`src/rtl/rv32i_types.sv`:
```
// Shared RV32I memory-side types: word type, arbiter state, grant encoding, captured request.
package rv32i_types;

  typedef logic [31:0] rv32i_word;

  typedef enum logic [1:0] {
    ARB_IDLE    = 2'd0,
    ARB_SERVE_I = 2'd1,
    ARB_SERVE_D = 2'd2
  } arb_state_t;

  typedef enum logic {
    GRANT_I = 1'b0,
    GRANT_D = 1'b1
  } arb_grant_t;

  typedef struct packed {
    logic [3:0] be;
    rv32i_word  addr;
    rv32i_word  wdata;
  } mem_req_t;

  localparam logic [3:0] BE_ALL = 4'b1111;

endpackage

```
`src/rtl/mem_port_arbiter.sv`:
```
// Round-robin arbiter sharing one memory port between instruction and data requesters.
// Latency: grant to mem strobe 1 cycle, mem_resp to requester resp 0 cycles; requesters hold their level until resp.
module mem_port_arbiter
  import rv32i_types::*;
(
  input  logic       clk,
  input  logic       rst,
  input  logic       i_read,
  input  rv32i_word  i_address,
  output logic       i_resp,
  output rv32i_word  i_rdata,
  input  logic       d_read,
  input  logic       d_write,
  input  logic [3:0] d_byte_enable,
  input  rv32i_word  d_address,
  input  rv32i_word  d_wdata,
  output logic       d_resp,
  output rv32i_word  d_rdata,
  output logic       mem_read,
  output logic       mem_write,
  output logic [3:0] mem_byte_enable,
  output rv32i_word  mem_address,
  output rv32i_word  mem_wdata,
  input  logic       mem_resp,
  input  rv32i_word  mem_rdata
);

  arb_state_t state;
  arb_grant_t last_grant;
  mem_req_t   cap;
  logic       d_req;
  logic       pick_i;

  // On a tie the side that did not win the previous transaction goes first.
  always_comb begin
    d_req  = d_read | d_write;
    pick_i = i_read & (~d_req | (last_grant == GRANT_D));
  end

  always_ff @(posedge clk) begin
    if (rst) begin
      state      <= ARB_IDLE;
      last_grant <= GRANT_D;
      cap        <= '0;
      mem_read   <= 1'b0;
      mem_write  <= 1'b0;
    end else begin
      case (state)
        ARB_IDLE: begin
          if (pick_i) begin
            state    <= ARB_SERVE_I;
            cap      <= '{be: BE_ALL, addr: i_address, wdata: 32'h0};
            mem_read <= 1'b1;
          end else if (d_req) begin
            // A simultaneous read+write is treated as a write.
            state     <= ARB_SERVE_D;
            cap       <= '{be: d_write ? d_byte_enable : BE_ALL, addr: d_address, wdata: d_wdata};
            mem_read  <= ~d_write;
            mem_write <= d_write;
          end
        end
        ARB_SERVE_I: begin
          if (mem_resp) begin
            state      <= ARB_IDLE;
            last_grant <= GRANT_I;
            mem_read   <= 1'b0;
            mem_write  <= 1'b0;
          end
        end
        ARB_SERVE_D: begin
          if (mem_resp) begin
            state      <= ARB_IDLE;
            last_grant <= GRANT_D;
            mem_read   <= 1'b0;
            mem_write  <= 1'b0;
          end
        end
        default: begin
          state     <= ARB_IDLE;
          mem_read  <= 1'b0;
          mem_write <= 1'b0;
        end
      endcase
    end
  end

  assign mem_byte_enable = cap.be;
  assign mem_address     = cap.addr;
  assign mem_wdata       = cap.wdata;

  always_comb begin
    i_resp  = (state == ARB_SERVE_I) & mem_resp;
    d_resp  = (state == ARB_SERVE_D) & mem_resp;
    i_rdata = i_resp ? mem_rdata : 32'h0;
    d_rdata = d_resp ? mem_rdata : 32'h0;
  end

endmodule

```
`config.mk`:
```
export PLATFORM = sky130hd
export DESIGN_NAME = mem_port_arbiter
export DESIGN_NICKNAME = d
export VERILOG_FILES = /design/src/rtl/rv32i_types.sv /design/src/rtl/mem_port_arbiter.sv
export SDC_FILE = /design/constraint.sdc
export NUM_CORES = 1
export LEC_CHECK = 0
export CORE_MARGIN = 5
export CORE_UTILIZATION = 34
export CTS_CLUSTER_DIAMETER = 120
export DETAILED_ROUTE_END_ITERATION = 10
export GPL_TIMING_DRIVEN = 0
export PLACE_DENSITY_LB_ADDON = 0.12
export SLEW_MARGIN = 15
export SYNTH_ARGS = -nofsm -noshare
export SYNTH_HDL_FRONTEND = slang
export SYNTH_SLANG_ARGS = --single-unit
export TNS_END_PERCENT = 1
```
`constraint.sdc`:
```
create_clock -name clk -period 1.7 [get_ports clk]
set_input_delay 0.34 -clock clk [delete_from_list [all_inputs] [get_ports clk]]
set_output_delay 0.34 -clock clk [all_outputs]
set_load 0.05 [all_outputs]
```
==> insert_results.sql <==
INSERT INTO impl_metrics (metric_group, metric, value, unit) VALUES
('setup_path', 'critical_path_startpoint', 'state[0]', ''),
('logic_synthesis', 'cell_area_after_synthesis', '3640', 'um2'),
('logic_synthesis', 'main_combinational_cell_family_by_area_after_synthesis', 'compound AO/OA/AOI/OAI gates', ''),
('layout', 'layout-area-overhead-vs-synth', '91.2', '%'),
('timing', 'setup_repair_after_global_routing_missed_its_margin', 'true', ''),
('pwr', 'peakVddDrop', '0.470', 'mV'),
('pwr', 'overall_power', '6.33', 'mW'),
('global_route', 'global_route_wire_length_before_repair', '24600', 'um'),
('setup_path', 'crit_path_end_kind', 'primary output', ''),
('setup_path', 'worstReg2RegStart', 'state[0]', ''),
('clocking', 'max-clock-path-buffers', '2', ''),
('timing', 'final-setup-viol-count', '60', ''),
('setup_path', 'timing.critical_path.slowest_cell_delay', '0.35', 'ns'),
('pwr', 'power_per_cell_area', '909', 'nW/um2'),
('logic_synthesis', 'synthDistinctLibCells', '37', ''),
('setup_path', 'chain_of_cells_forming_the_critical_path', 'inv_2, ha_4, clkbuf_8, and3_1, buf_6', ''),
('timing', 'finClkSkew', '0.0114', 'ns'),
('run', 'cap_viol_max_count', '0', ''),
('floorplan', 'die-height', '114', 'um'),
('layout', 'layout.cells.non_filler', '843', ''),
('logic_synthesis', 'synth-main-ff-cell', 'sky130_fd_sc_hd__dfxtp_1', ''),
('timing', 'final.min_clock_period', '1.81', 'ns'),
('route', 'drt-total-wl', '16200', 'um'),
('timing', 'worst_slack', '-0.110', 'ns'),
('clocking', 'ctsHoldBuffers', '0', ''),
('timing', 'fmax_achieved', '552', 'MHz'),
('logic_synthesis', 'synth_enable_flop_cells', '0', ''),
('clocking', 'cts_inserted_buffers', '9', ''),
('route', 'ant_nets', '0', ''),
('timing', 'final_max_slew_viol_count', '0', ''),
('route', 'drt_wl_cell', '19.2', 'um'),
('timing', 'timing.slew.headroom', '52.8', '%'),
('logic_synthesis', 'synthSimpleGateAreaFrac', '23.4', '%'),
('layout', 'final_area', '6970', 'um2'),
('clocking', 'clock_tree.htree_level_count', '3', ''),
('logic_synthesis', 'yosys-top-cells-area', 'sky130_fd_sc_hd__dfxtp_1 (40%), sky130_fd_sc_hd__and3_1 (11%), sky130_fd_sc_hd__a32oi_1 (7.7%)', ''),
('layout', 'final_util', '67.2', '%'),
('logic_synthesis', 'syn_avg_cell_area', '8.67', 'um2'),
('logic_synthesis', 'synthDominantAreaCellType', 'sky130_fd_sc_hd__dfxtp_1', ''),
('timing', 'timing_worst_slew_pin_value', '0.708', 'ns'),
('clocking', 'cts_tree', 'built', ''),
('clocking', 'worstSkewPairLatency', '0.35', 'ns'),
('floorplan', 'fp.coreArea', '10400', 'um2'),
('logic_synthesis', 'synth_fa_ha_area_share', '1.03', '%'),
('global_route', 'first_global_vias', '4688', ''),
('clocking', 'clkSlewWorstSetupHoldPaths', '0.08', 'ns'),
('logic_synthesis', 'yosys.area_share.xor_xnor', '0', '%'),
('clocking', 'cts_sinks', '73', ''),
('logic_synthesis', 'synth_top_cell_area_share', '40.1', '%'),
('logic_synthesis', 'mappedNetlistNets', '561', ''),
('placement', 'placement.cell_area', '6530', 'um2'),
('layout', 'finish.net_count', '844', ''),
('logic_synthesis', 'synth.top_cells.by_count', 'sky130_fd_sc_hd__dfxtp_1 (73), sky130_fd_sc_hd__and3_1 (64), sky130_fd_sc_hd__nor2_1 (62)', ''),
('global_route', 'grt.total_usage', '23.6', '%'),
('route', 'route.vias.total', '4543', ''),
('setup_path', 'criticalPathCategory', 'reg2out', ''),
('logic_synthesis', 'synth.yosys.warnings', '0', ''),
('layout', 'antenna_cells_inserted', '0', ''),
('status', 'run_status', 'finished with violations', ''),
('floorplan', 'num_io_pins', '274', ''),
('pwr', 'power.static_leakage', '3.18', 'nW'),
('global_route', 'globalRouteOverflowTotal', '0', ''),
('status', 'failed_checks', 'setup timing', ''),
('route', 'routed_via_density', '5.39', ''),
('placement', 'placedCellCount', '827', ''),
('worst_hold_path', 'worst_hold_path_type', 'in2reg', ''),
('placement', 'numPortBuffers', '271', ''),
('clocking', 'clock-root-buffer', 'sky130_fd_sc_hd__clkbuf_8', ''),
('placement', 'dp.final_hpwl', '12600', 'um'),
('floorplan', 'die_width', '114', 'um'),
('route', 'number_of_optimization_iterations_in_the_first_detailed_route_pass', '4', '');
-- worst paths after layout --
path / endpoint / slack, ns / cells past startpoint
setup / recovery: d_rdata[18] / -0.11 / 5
hold / removal: state[1] / 0.46 / 4
setup reg to reg: mem_address[0] / 0.01 / 7
hold reg to reg: mem_wdata[26] / 0.48 / 2
-- power breakdown --
group	internal [mW]	leakage, nW	switching (mW)
Sequential	1.92	0.603	0.108
Combinational	1.05	2.47	1.78
Clock	0.858	0.106	0.626
-- critical path: cells and delay by family (launching register included) --
kind / cells / cell delay [ns]
AND/OR/NAND/NOR: 1 / 0.18
flip-flops: 1 / 0.35
buffers and inverters: 3 / 0.40
adder cells (fa/ha/maj): 1 / 0.18
-- cells in the final DEF, fill, tap and decap left out, types with 5 or more instances in the layout --
cell type / instances
sky130_fd_sc_hd__a311oi_2: 17
sky130_fd_sc_hd__buf_8: 9
sky130_fd_sc_hd__a311oi_1: 12
sky130_fd_sc_hd__buf_2: 12
sky130_fd_sc_hd__buf_4: 8
sky130_fd_sc_hd__o21ai_0: 37
sky130_fd_sc_hd__buf_6: 62
sky130_fd_sc_hd__clkdlybuf4s50_1: 134
sky130_fd_sc_hd__a32oi_1: 32
sky130_fd_sc_hd__and3_4: 6
sky130_fd_sc_hd__clkbuf_1: 15
sky130_fd_sc_hd__and3_1: 58
sky130_fd_sc_hd__dlygate4sd2_1: 70
sky130_fd_sc_hd__nand3_1: 33
sky130_fd_sc_hd__dfxtp_1: 71
sky130_fd_sc_hd__clkbuf_8: 14
sky130_fd_sc_hd__clkbuf_2: 5
sky130_fd_sc_hd__nor2_1: 62
-- timing repair --
action / 4_1_cts / 5_1_grt
pin swaps: 0 / 5
endpoints found under the setup margin: 159 / 132
gates resized for setup: 571 / 39
gates cloned: 0 / 0
setup buffers: 0 / 1
-- metal layers --
layer  wire [um]  share of wire [%]  up-vias  global-route usage (%)
met5           0                  0        -                       0
met4         380                2.3        0                    8.33
met3        1360                8.4       33                    7.21
met2        8210                 51      199                    41.9
met1        6250                 39     2152                    26.6
li1            -                  -     2159                       -
-- state kept, by name, summed over array words and instances (netlist names) --
register / count
mem_wdata: 32
mem_byte_enable: 4
state: 2
mem_write: 1
last_grant: 1
mem_read: 1
mem_address: 32
-- final cells by class --
class	count	area, um2
Timing Repair Buffer	272	2740
Fill cell	884	3400
Buffer	52	378
Multi-Input combinational cell	289	1980
Clock inverter	3	65.1
Sequential cell	73	1470
Inverter	6	25.0
Tap cell	136	170
Clock buffer	12	145
-- stage by stage --
stage	worst slack, ns	setup TNS, ns
final	-0.110	-5.02
after global routing	-0.163	-10.69
after CTS	-0.120	-6.13
after detailed placement	-1.23	-92.19
after global placement	-1.21	-88.65
after floorplan	0.0893	0
-- cell families after synthesis --
logic type,after synthesis
and+or+nand+nor,168
AOI/OAI and AO/OA,118
DFF,73
buffers and inverters,58
adders and majority gates,3
(Power assumes the default switching activity.)
